--- src/rtl/choice_update_ctrl.sv ---
// choice_update_ctrl: the only writer of the tournament predictor's 2-bit
// choice table. After reset or flush it sweeps every entry to INIT_VAL. It then
// drains a small FIFO of resolved-branch updates from WB. Each update is a
// 2-cycle read-modify-write (RD, WR) through the table's single write port.
// Optional build macro: CHOICE_UPD_FILTER_EN. When it is defined, updates that
// carry no direction are never queued and never counted as drops.
module choice_update_ctrl #(
  parameter int unsigned IDX_W    = 8,
  parameter int unsigned DEPTH    = 4,
  parameter logic [1:0]  INIT_VAL = 2'b01
) (
  input  logic             clk,
  input  logic             rst_n,
  input  logic             flush,
  input  logic             wb_valid,
  input  logic [15:0]      wb_pcplus2,
  input  logic             lc_correct,
  input  logic             gl_correct,
  input  logic [1:0]       tbl_rdata,
  output logic [IDX_W-1:0] tbl_idx,
  output logic [1:0]       tbl_wdata,
  output logic             tbl_we,
  output logic             init_done,
  output logic             q_full,
  output logic [7:0]       drop_cnt
);

  localparam int unsigned PTR_W = $clog2(DEPTH);
  localparam int unsigned ENT_W = IDX_W + 2;

  localparam logic [1:0]       DirNone   = 2'b00;
  localparam logic [1:0]       DirUp     = 2'b01;
  localparam logic [1:0]       DirDn     = 2'b10;
  localparam logic [IDX_W-1:0] SweepLast = '1;
  localparam logic [IDX_W-1:0] IdxOne    = IDX_W'(1);
  localparam logic [PTR_W-1:0] PtrOne    = PTR_W'(1);
  localparam logic [PTR_W:0]   CntOne    = (PTR_W + 1)'(1);
  localparam logic [PTR_W:0]   CntFull   = (PTR_W + 1)'(DEPTH);

  typedef enum logic [1:0] {StInit, StIdle, StRd, StWr} state_e;

  state_e             state_q, state_d;
  logic [IDX_W-1:0]   sweep_q, sweep_d;
  logic [ENT_W-1:0]   fifo_q [DEPTH];
  logic [PTR_W-1:0]   wr_ptr_q, rd_ptr_q;
  logic [PTR_W:0]     count_q, count_d;
  logic               q_full_q;
  logic [7:0]         drop_q;
  logic               init_done_q;
  logic [1:0]         rdata_q;

  logic [IDX_W-1:0]   wb_idx;
  logic [1:0]         wb_dir;
  logic               wb_keep;
  logic               enq, drop, pop;
  logic [IDX_W-1:0]   head_idx;
  logic [1:0]         head_dir;
  logic [1:0]         upd_val;

  // Only the low IDX_W bits of PC-2 form the index.
  assign wb_idx = wb_pcplus2[IDX_W-1:0] - IDX_W'(2);
  if (IDX_W < 16) begin : g_pc_hi
    logic unused_pc_hi;
    assign unused_pc_hi = ^wb_pcplus2[15:IDX_W];
  end

  assign wb_dir = (lc_correct && !gl_correct) ? DirUp :
                  (!lc_correct && gl_correct) ? DirDn : DirNone;

`ifdef CHOICE_UPD_FILTER_EN
  assign wb_keep = (wb_dir != DirNone);
`else
  assign wb_keep = 1'b1;
`endif

  // flush overrides every FIFO event; a WR in the flush cycle writes but does not pop
  assign enq  = wb_valid && wb_keep && !q_full_q && !flush;
  assign drop = wb_valid && wb_keep && q_full_q && !flush;
  assign pop  = (state_q == StWr) && !flush;

  assign head_idx = fifo_q[rd_ptr_q][ENT_W-1:2];
  assign head_dir = fifo_q[rd_ptr_q][1:0];

  // Next FIFO occupancy
  always_comb begin
    count_d = count_q;
    if (flush) begin
      count_d = '0;
    end else if (enq && !pop) begin
      count_d = count_q + CntOne;
    end else if (!enq && pop) begin
      count_d = count_q - CntOne;
    end
  end

  // Saturating update of the captured entry
  always_comb begin
    upd_val = rdata_q;
    if (head_dir == DirUp && rdata_q != 2'b11) begin
      upd_val = rdata_q + 2'b01;
    end else if (head_dir == DirDn && rdata_q != 2'b00) begin
      upd_val = rdata_q - 2'b01;
    end
  end

  // FSM next state and table port drive
  always_comb begin
    state_d   = state_q;
    sweep_d   = sweep_q;
    tbl_we    = 1'b0;
    tbl_idx   = head_idx;
    tbl_wdata = INIT_VAL;
    unique case (state_q)
      StInit: begin
        tbl_we  = 1'b1;
        tbl_idx = sweep_q;
        sweep_d = sweep_q + IdxOne;
        if (sweep_q == SweepLast) state_d = StIdle;
      end
      StIdle: begin
        tbl_idx = (count_q != '0) ? head_idx : '0;
        if (count_d != '0) state_d = StRd;
      end
      StRd: begin
        state_d = StWr;
      end
      StWr: begin
        tbl_we    = 1'b1;
        tbl_wdata = upd_val;
        state_d   = (count_d != '0) ? StRd : StIdle;
      end
      default: state_d = StInit;
    endcase
    if (flush) begin
      state_d = StInit;
      sweep_d = '0;
    end
  end

  // FSM, sweep pointer and init flag
  always_ff @(posedge clk or negedge rst_n) begin
    if (!rst_n) begin
      state_q     <= StInit;
      sweep_q     <= '0;
      init_done_q <= 1'b0;
    end else begin
      state_q <= state_d;
      sweep_q <= sweep_d;
      if (flush) begin
        init_done_q <= 1'b0;
      end else if (state_q == StInit && sweep_q == SweepLast) begin
        init_done_q <= 1'b1;
      end
    end
  end

  // FIFO pointers, occupancy, full flag, drop counter and RD capture
  always_ff @(posedge clk or negedge rst_n) begin
    if (!rst_n) begin
      wr_ptr_q <= '0;
      rd_ptr_q <= '0;
      count_q  <= '0;
      q_full_q <= 1'b0;
      drop_q   <= '0;
      rdata_q  <= '0;
    end else begin
      if (flush) begin
        wr_ptr_q <= '0;
        rd_ptr_q <= '0;
      end else begin
        if (enq) wr_ptr_q <= wr_ptr_q + PtrOne;
        if (pop) rd_ptr_q <= rd_ptr_q + PtrOne;
      end
      count_q  <= count_d;
      q_full_q <= (count_d == CntFull);
      if (drop && drop_q != 8'hFF) drop_q <= drop_q + 8'd1;
      if (state_q == StRd) rdata_q <= tbl_rdata;
    end
  end

  // FIFO storage, no reset needed since occupancy gates every read
  always_ff @(posedge clk) begin
    if (enq) fifo_q[wr_ptr_q] <= {wb_idx, wb_dir};
  end

  assign init_done = init_done_q;
  assign q_full    = q_full_q;
  assign drop_cnt  = drop_q;

endmodule

--- config.mk ---
export PLATFORM = sky130hd
export DESIGN_NAME = choice_update_ctrl
export DESIGN_NICKNAME = d
export VERILOG_FILES = /design/src/rtl/choice_update_ctrl.sv
export SDC_FILE = /design/constraint.sdc
export NUM_CORES = 1
export LEC_CHECK = 0
export CAP_MARGIN = 20
export CORE_ASPECT_RATIO = 1.2
export CORE_MARGIN = 2
export CORE_UTILIZATION = 50
export CTS_BUF_LIST = sky130_fd_sc_hd__clkbuf_8
export DETAILED_ROUTE_END_ITERATION = 8
export PLACE_DENSITY = 0.73
export SLEW_MARGIN = 5
export SYNTH_ARGS = -nofsm -noshare
export SYNTH_HDL_FRONTEND = slang
export SYNTH_SLANG_ARGS = --single-unit
--- constraint.sdc ---
create_clock -name clk -period 2.9 [get_ports clk]
set_input_delay 0.725 -clock clk [delete_from_list [all_inputs] [get_ports clk]]
set_output_delay 0.725 -clock clk [all_outputs]
set_load 0.02 [all_outputs]
# Word level (Yosys, flattened, before mapping)
# Memories as Yosys holds them, arrays and structs flattened.
# Cells that the tools add are included.
# word_totals
reg_bits	29
mem_bits_rw	40
in_bits	24
out_inout_bits	21
word_cells	85
n_memories	1
# mem_list
memory	depth	word_bits	rd	rd_ports_with_merged_regs	wr	line_no	rtl
fifo_q	4	10	1	0	1	44	logic [ENT_W-1:0] fifo_q [DEPTH];
# classes
n_addsub	9
eq_ne	11
n_mux	26
reduce_logical	29
# ops
operator	count
$mux W2	13
$mux W8	3
$add A8 B1 Y8 const B	2
$pmux W8 S2	1
$logic_and A1 B1 Y1	13
$reduce_bool A2 Y1	5
$mux W3	3
$eq A8 B8 Y1 const B	1
$ne A8 B8 Y1 const B	1
$pmux W2 S4	1
$sub A8 B2 Y8 const B	1
$add A2 B1 Y2 const B	3
$eq A2 B2 Y1 const B	3
$logic_not A1 Y1	6
$ne A3 B3 Y1 const B	2
$reduce_bool A3 Y1	2
$mux W1	5
$eq A2 B1 Y1 const B	2
$add A3 B1 Y3 const B	1
$eq A3 B3 Y1 const B	1
$sub A3 B1 Y3 const B	1
$logic_not A2 Y1	1
$ne A2 B2 Y1 const B	1
$reduce_and A2 Y1	1
other kinds (2)	2

# Longest topological paths before layout
# Gate-level depths: netlist of the first run.
# logic_depth
ltp_word	12
ltp_mapped	8
mapped_depth_nobuf	8

# Worst setup path after synthesis of the first run
# Ideal clock, no wire load.
# synth_timing
kind	register -> output
start	register rd_ptr_q[1]
end	output tbl_wdata[1]
t_arrival_ns	1.701
t_required_ns	2.175
slack_ns	0.474
path_stages_with_launch	7
n_path_buf	1
cell_sequence	dfrtp_1 -> clkbuf_1 -> mux4_2 -> o21ai_0 -> o21a_1 -> mux2i_1 -> nor2_1
# synth_via
elab_chain_cells	6
elab_cells_between_ends	8
cone_classes	2 x eq/ne; 3 x mux; 2 x reduce/logical; 1 x memory
# synth_rtl
item	line_no	rtl
start: declaration	45	logic [PTR_W-1:0] wr_ptr_q, rd_ptr_q;
start signal: assignment	172	if (pop) rd_ptr_q <= rd_ptr_q + PtrOne;
$mem_v2 Z4 W10 (*)	-	
$eq A2 B2 Y1	101	end else if (head_dir == DirDn && rdata_q != 2'b00) begin
$logic_and A1 B1 Y1	101	
$mux W2	101	
$mux W2 (*)	99	if (head_dir == DirUp && rdata_q != 2'b11) begin
$mux W2 (*)	113	unique case (state_q)
end: declaration	21	output logic [1:0] tbl_wdata,
# Mark *: on every way between the ends. The rest lies on a longest branch, timed or not.

# Final worst setup path of the first run
# layout_timing
start	register rd_ptr_q[0]
end	output tbl_idx[2]
# layout_via
elab_chain_cells	3
# layout_rtl
item	line_no	rtl
$mem_v2 Z4 W10 (*)	-	
$mux W8	121	tbl_idx = (count_q != '0) ? head_idx : '0;
$pmux W8 S2 (*)	113	
end: declaration	20	output logic [IDX_W-1:0] tbl_idx,
# Marks and branches as above.

==> results of run 1 <==
[worst max-delay path, stage by stage, from the launching register on]
cell and delay [ps]:
dfrtp_1 410, buf_4 140, buf_6 170, mux4_2 500, inv_1 80, o21ai_0 80
dlygate4sd1_1 320
[power groups by stage]
| stage | sequential [mW] | clock [mW] | combinational, mW |
|---|---|---|---|
| floorplan | 1.12 | 0 | 0.115 |
| global placement | 1.12 | 0 | 0.203 |
| detailed placement | 1.12 | 0 | 0.209 |
| CTS | 1.10 | 0.829 | 0.209 |
| global route | 1.10 | 0.880 | 0.233 |
| finish | 1.10 | 0.816 | 0.208 |
[cells in the mapped netlist (2+ instances only)]
master	count	area share, %
ha_1	17	6.3
buf_2	2	0.29
mux4_2	10	6.6
nor2_1	21	2.3
xnor2_1	13	3.3
dfrtp_1	29	21
nor3_1	4	0.59
nand2_1	27	3.0
and2_1	4	0.74
edfxtp_1	40	35
clkbuf_1	4	0.44
xor2_1	10	2.6
or3_1	3	0.55
mux2i_1	3	0.88
a21oi_1	10	1.5
nor2b_1	3	0.55
nand4_1	5	0.92
o21ai_0	18	2.6
nand3_1	4	0.59
inv_1	25	2.8
[cells in the final DEF, fill, tap and decap left out, types with 5 or more instances in the layout]
| cell type | Yosys | routed |
|---|---|---|
| a21oi_1 | 10 | 9 |
| buf_4 | 0 | 14 |
| clkbuf_8 | 0 | 9 |
| clkdlybuf4s50_1 | 0 | 26 |
| dfrtp_1 | 29 | 29 |
| edfxtp_1 | 40 | 40 |
| ha_1 | 17 | 16 |
| inv_1 | 25 | 25 |
| mux4_2 | 10 | 10 |
| nand2_1 | 27 | 27 |
| nand4_1 | 5 | 5 |
| nor2_1 | 21 | 21 |
| o21ai_0 | 18 | 16 |
| xnor2_1 | 13 | 13 |
| xor2_1 | 10 | 10 |
[sequential cells by signal (all words and copies together), names as in the netlist]
name       count
rd_ptr_q       2
count_q        3
sweep_q        8
q_full         1
fifo_q        40
wr_ptr_q       2
rdata_q        2
init_done      1
drop_cnt       8
state_q        2
[cell type report]
| class | count | area (µm²) |
|---|---|---|
| well taps | 85 | 106.4 |
| clock inverters | 7 | 82.58 |
| inverters | 25 | 93.84 |
| flip-flops and latches | 69 | 1927 |
| fillers | 506 | 2371 |
| clock buffers | 9 | 123.9 |
| repair buffers | 51 | 455.4 |
| multi-input cells | 175 | 1366 |
[cell families after synthesis]
kind of cell	Yosys count	synth area share (%)
simple gates	80	11.70
flops	69	56.64
compound gates	41	7.724
buf+inv	33	3.935
xor+xnor	23	5.921
fa+ha+maj	17	6.252
mux	14	7.834
[per-layer routing]
metal	track usage, %	part of all wire (%)	wire (µm)
met1	22.89	41	2727
met2	34.96	54	3570
met4	6.034	0.78	52
met5	0	0	0
met3	6.501	4.6	309
[repair_timing]
item	CTS	global route
endpoints found under the setup margin	10	6
setup buffers	1	0
gates resized for setup	17	13
[how the worst max path moves through the flow]
stage | from | to | slack, ps | cells past startpoint
2_1_floorplan | rd_ptr_q[1] | tbl_wdata[1] | 470 | 6
3_3_place_gp | state_q[1] | tbl_idx[1] | 80 | 6
3_5_place_dp | state_q[1] | tbl_idx[1] | 50 | 6
4_1_cts | rd_ptr_q[0] | tbl_wdata[0] | 30 | 6
5_1_grt | rd_ptr_q[0] | tbl_idx[2] | 4 | 6
6_report | rd_ptr_q[0] | tbl_idx[2] | 110 | 6
==> metrics, run 1 <==
final setup fails 0; mapped cell area 3402 µm²; Final Power 2.123 mW; design internal power 1.580 mW; fin. max-slew vios 0; Flop pwr share 51.8%; Clock Tree Buf Depth 2; H-Tree Depth 3; IO Count 45; Antenna Cells 0; routability cong. 0.7985; register bit total from synthesis 69; Setup WS post-layout 107.9 ps; clk_skew 8.314 ps; area grow syn2layout 22.14%; pin count of the biggest net entering global routing 30; Worst Hold Launch drop_cnt[5]; total global-route track usage 19.79%; TritonCTS clock tree done; average wire per standard cell 15.82 µm; Initial DRT Pass Iterations 4; dpl cell area 3934 µm²; Vias/cell 5.352; syn nets 318; Arrival @ worst endpoint 2070 ps; Ys Warns 0; outcome finished, final reports clean; Switch Pwr 0.5432 mW; synthesized instance count 277; hold buffers post-CTS 0; number of global-route vias before repair 2293; Crit Path Category register to primary output; antenna-violating nets left 0; sequential fraction of the synthesis area 56.64%; Rows 32; Overflow after GRT 0; Worst Path Required 2170 ps; core area 6526 µm²; first-pass GRT wire length 10900 µm; Die H 94.36 µm; max-cap violations 0; pre-CTS setup slack 49.56 ps; Tmin final 2792 ps; hold path endpoint drop_cnt[5]; Worst Hold Depth 1; dpl cells 404; R2R cell count 8; peak supply drop 0.0005188 V; Crit Path Max Fanout 10; final instance area 4155 µm²; final worst-path cycle share 96.28%; final routed DRC violation total 0; share of layout cells above drive strength 1 16.96%; Clock Power Share 38.4%; FF-to-FF End state_q[0]; DP Wirelength 4576 µm; nets 372; Clock Sinks 69; Yosys cell types 45; pwr/cell area 510.9 nW/µm²; fin util 63.67%; RSZ-0062 raised after global routing no; final hold vios 0; initial antenna violation count 0; chip width 79.30 µm; input/output buffers 36; Slew headroom 75.27%; Post-synth EDFFs 40; CTS Root Cell clkbuf_8; leak pwr 1.685 nW; CP Launch Type register; mean post-synth cell area 12.28 µm²; Final Routed Wirelength 6659 µm; Fmax achieved 358.2 MHz; Net Sw Frac 25.59%; post-route setup TNS 0 ps; Skew-Pair Late Insertion Delay 350 ps; final hold slack 498.0 ps; DRT iter0 DRCs 86; CTS Buf Count 9; worst hold path type register to register; Worst setup EP type primary output; Top FF cell, synth edfxtp_1; Critical R2R Launch state_q[0]; Tightest Pin Transition 370.9 ps; Finished Layout Cells 421; die area 7483 µm²; initial core utilization 52.13%; FFs w/ async S/R, synth 42.03%; Logic pwr share 9.8%; R2R setup slack 590 ps; vias post-DR 2253; Clock transition at path regs 80 ps
Note: power is estimated with default switching activity, not from simulation.
==> run 2: changes to the inputs <==
--- a/config.mk
+++ b/config.mk
@@ -12,7 +12,7 @@
 export CTS_BUF_LIST = sky130_fd_sc_hd__clkbuf_8
 export DETAILED_ROUTE_END_ITERATION = 8
 export PLACE_DENSITY = 0.73
-export SLEW_MARGIN = 5
+export SLEW_MARGIN = 30
 export SYNTH_ARGS = -nofsm -noshare
 export SYNTH_HDL_FRONTEND = slang
 export SYNTH_SLANG_ARGS = --single-unit
==> results of run 2 <==
Final layout, timing and power as in run 1 (identical DEF).
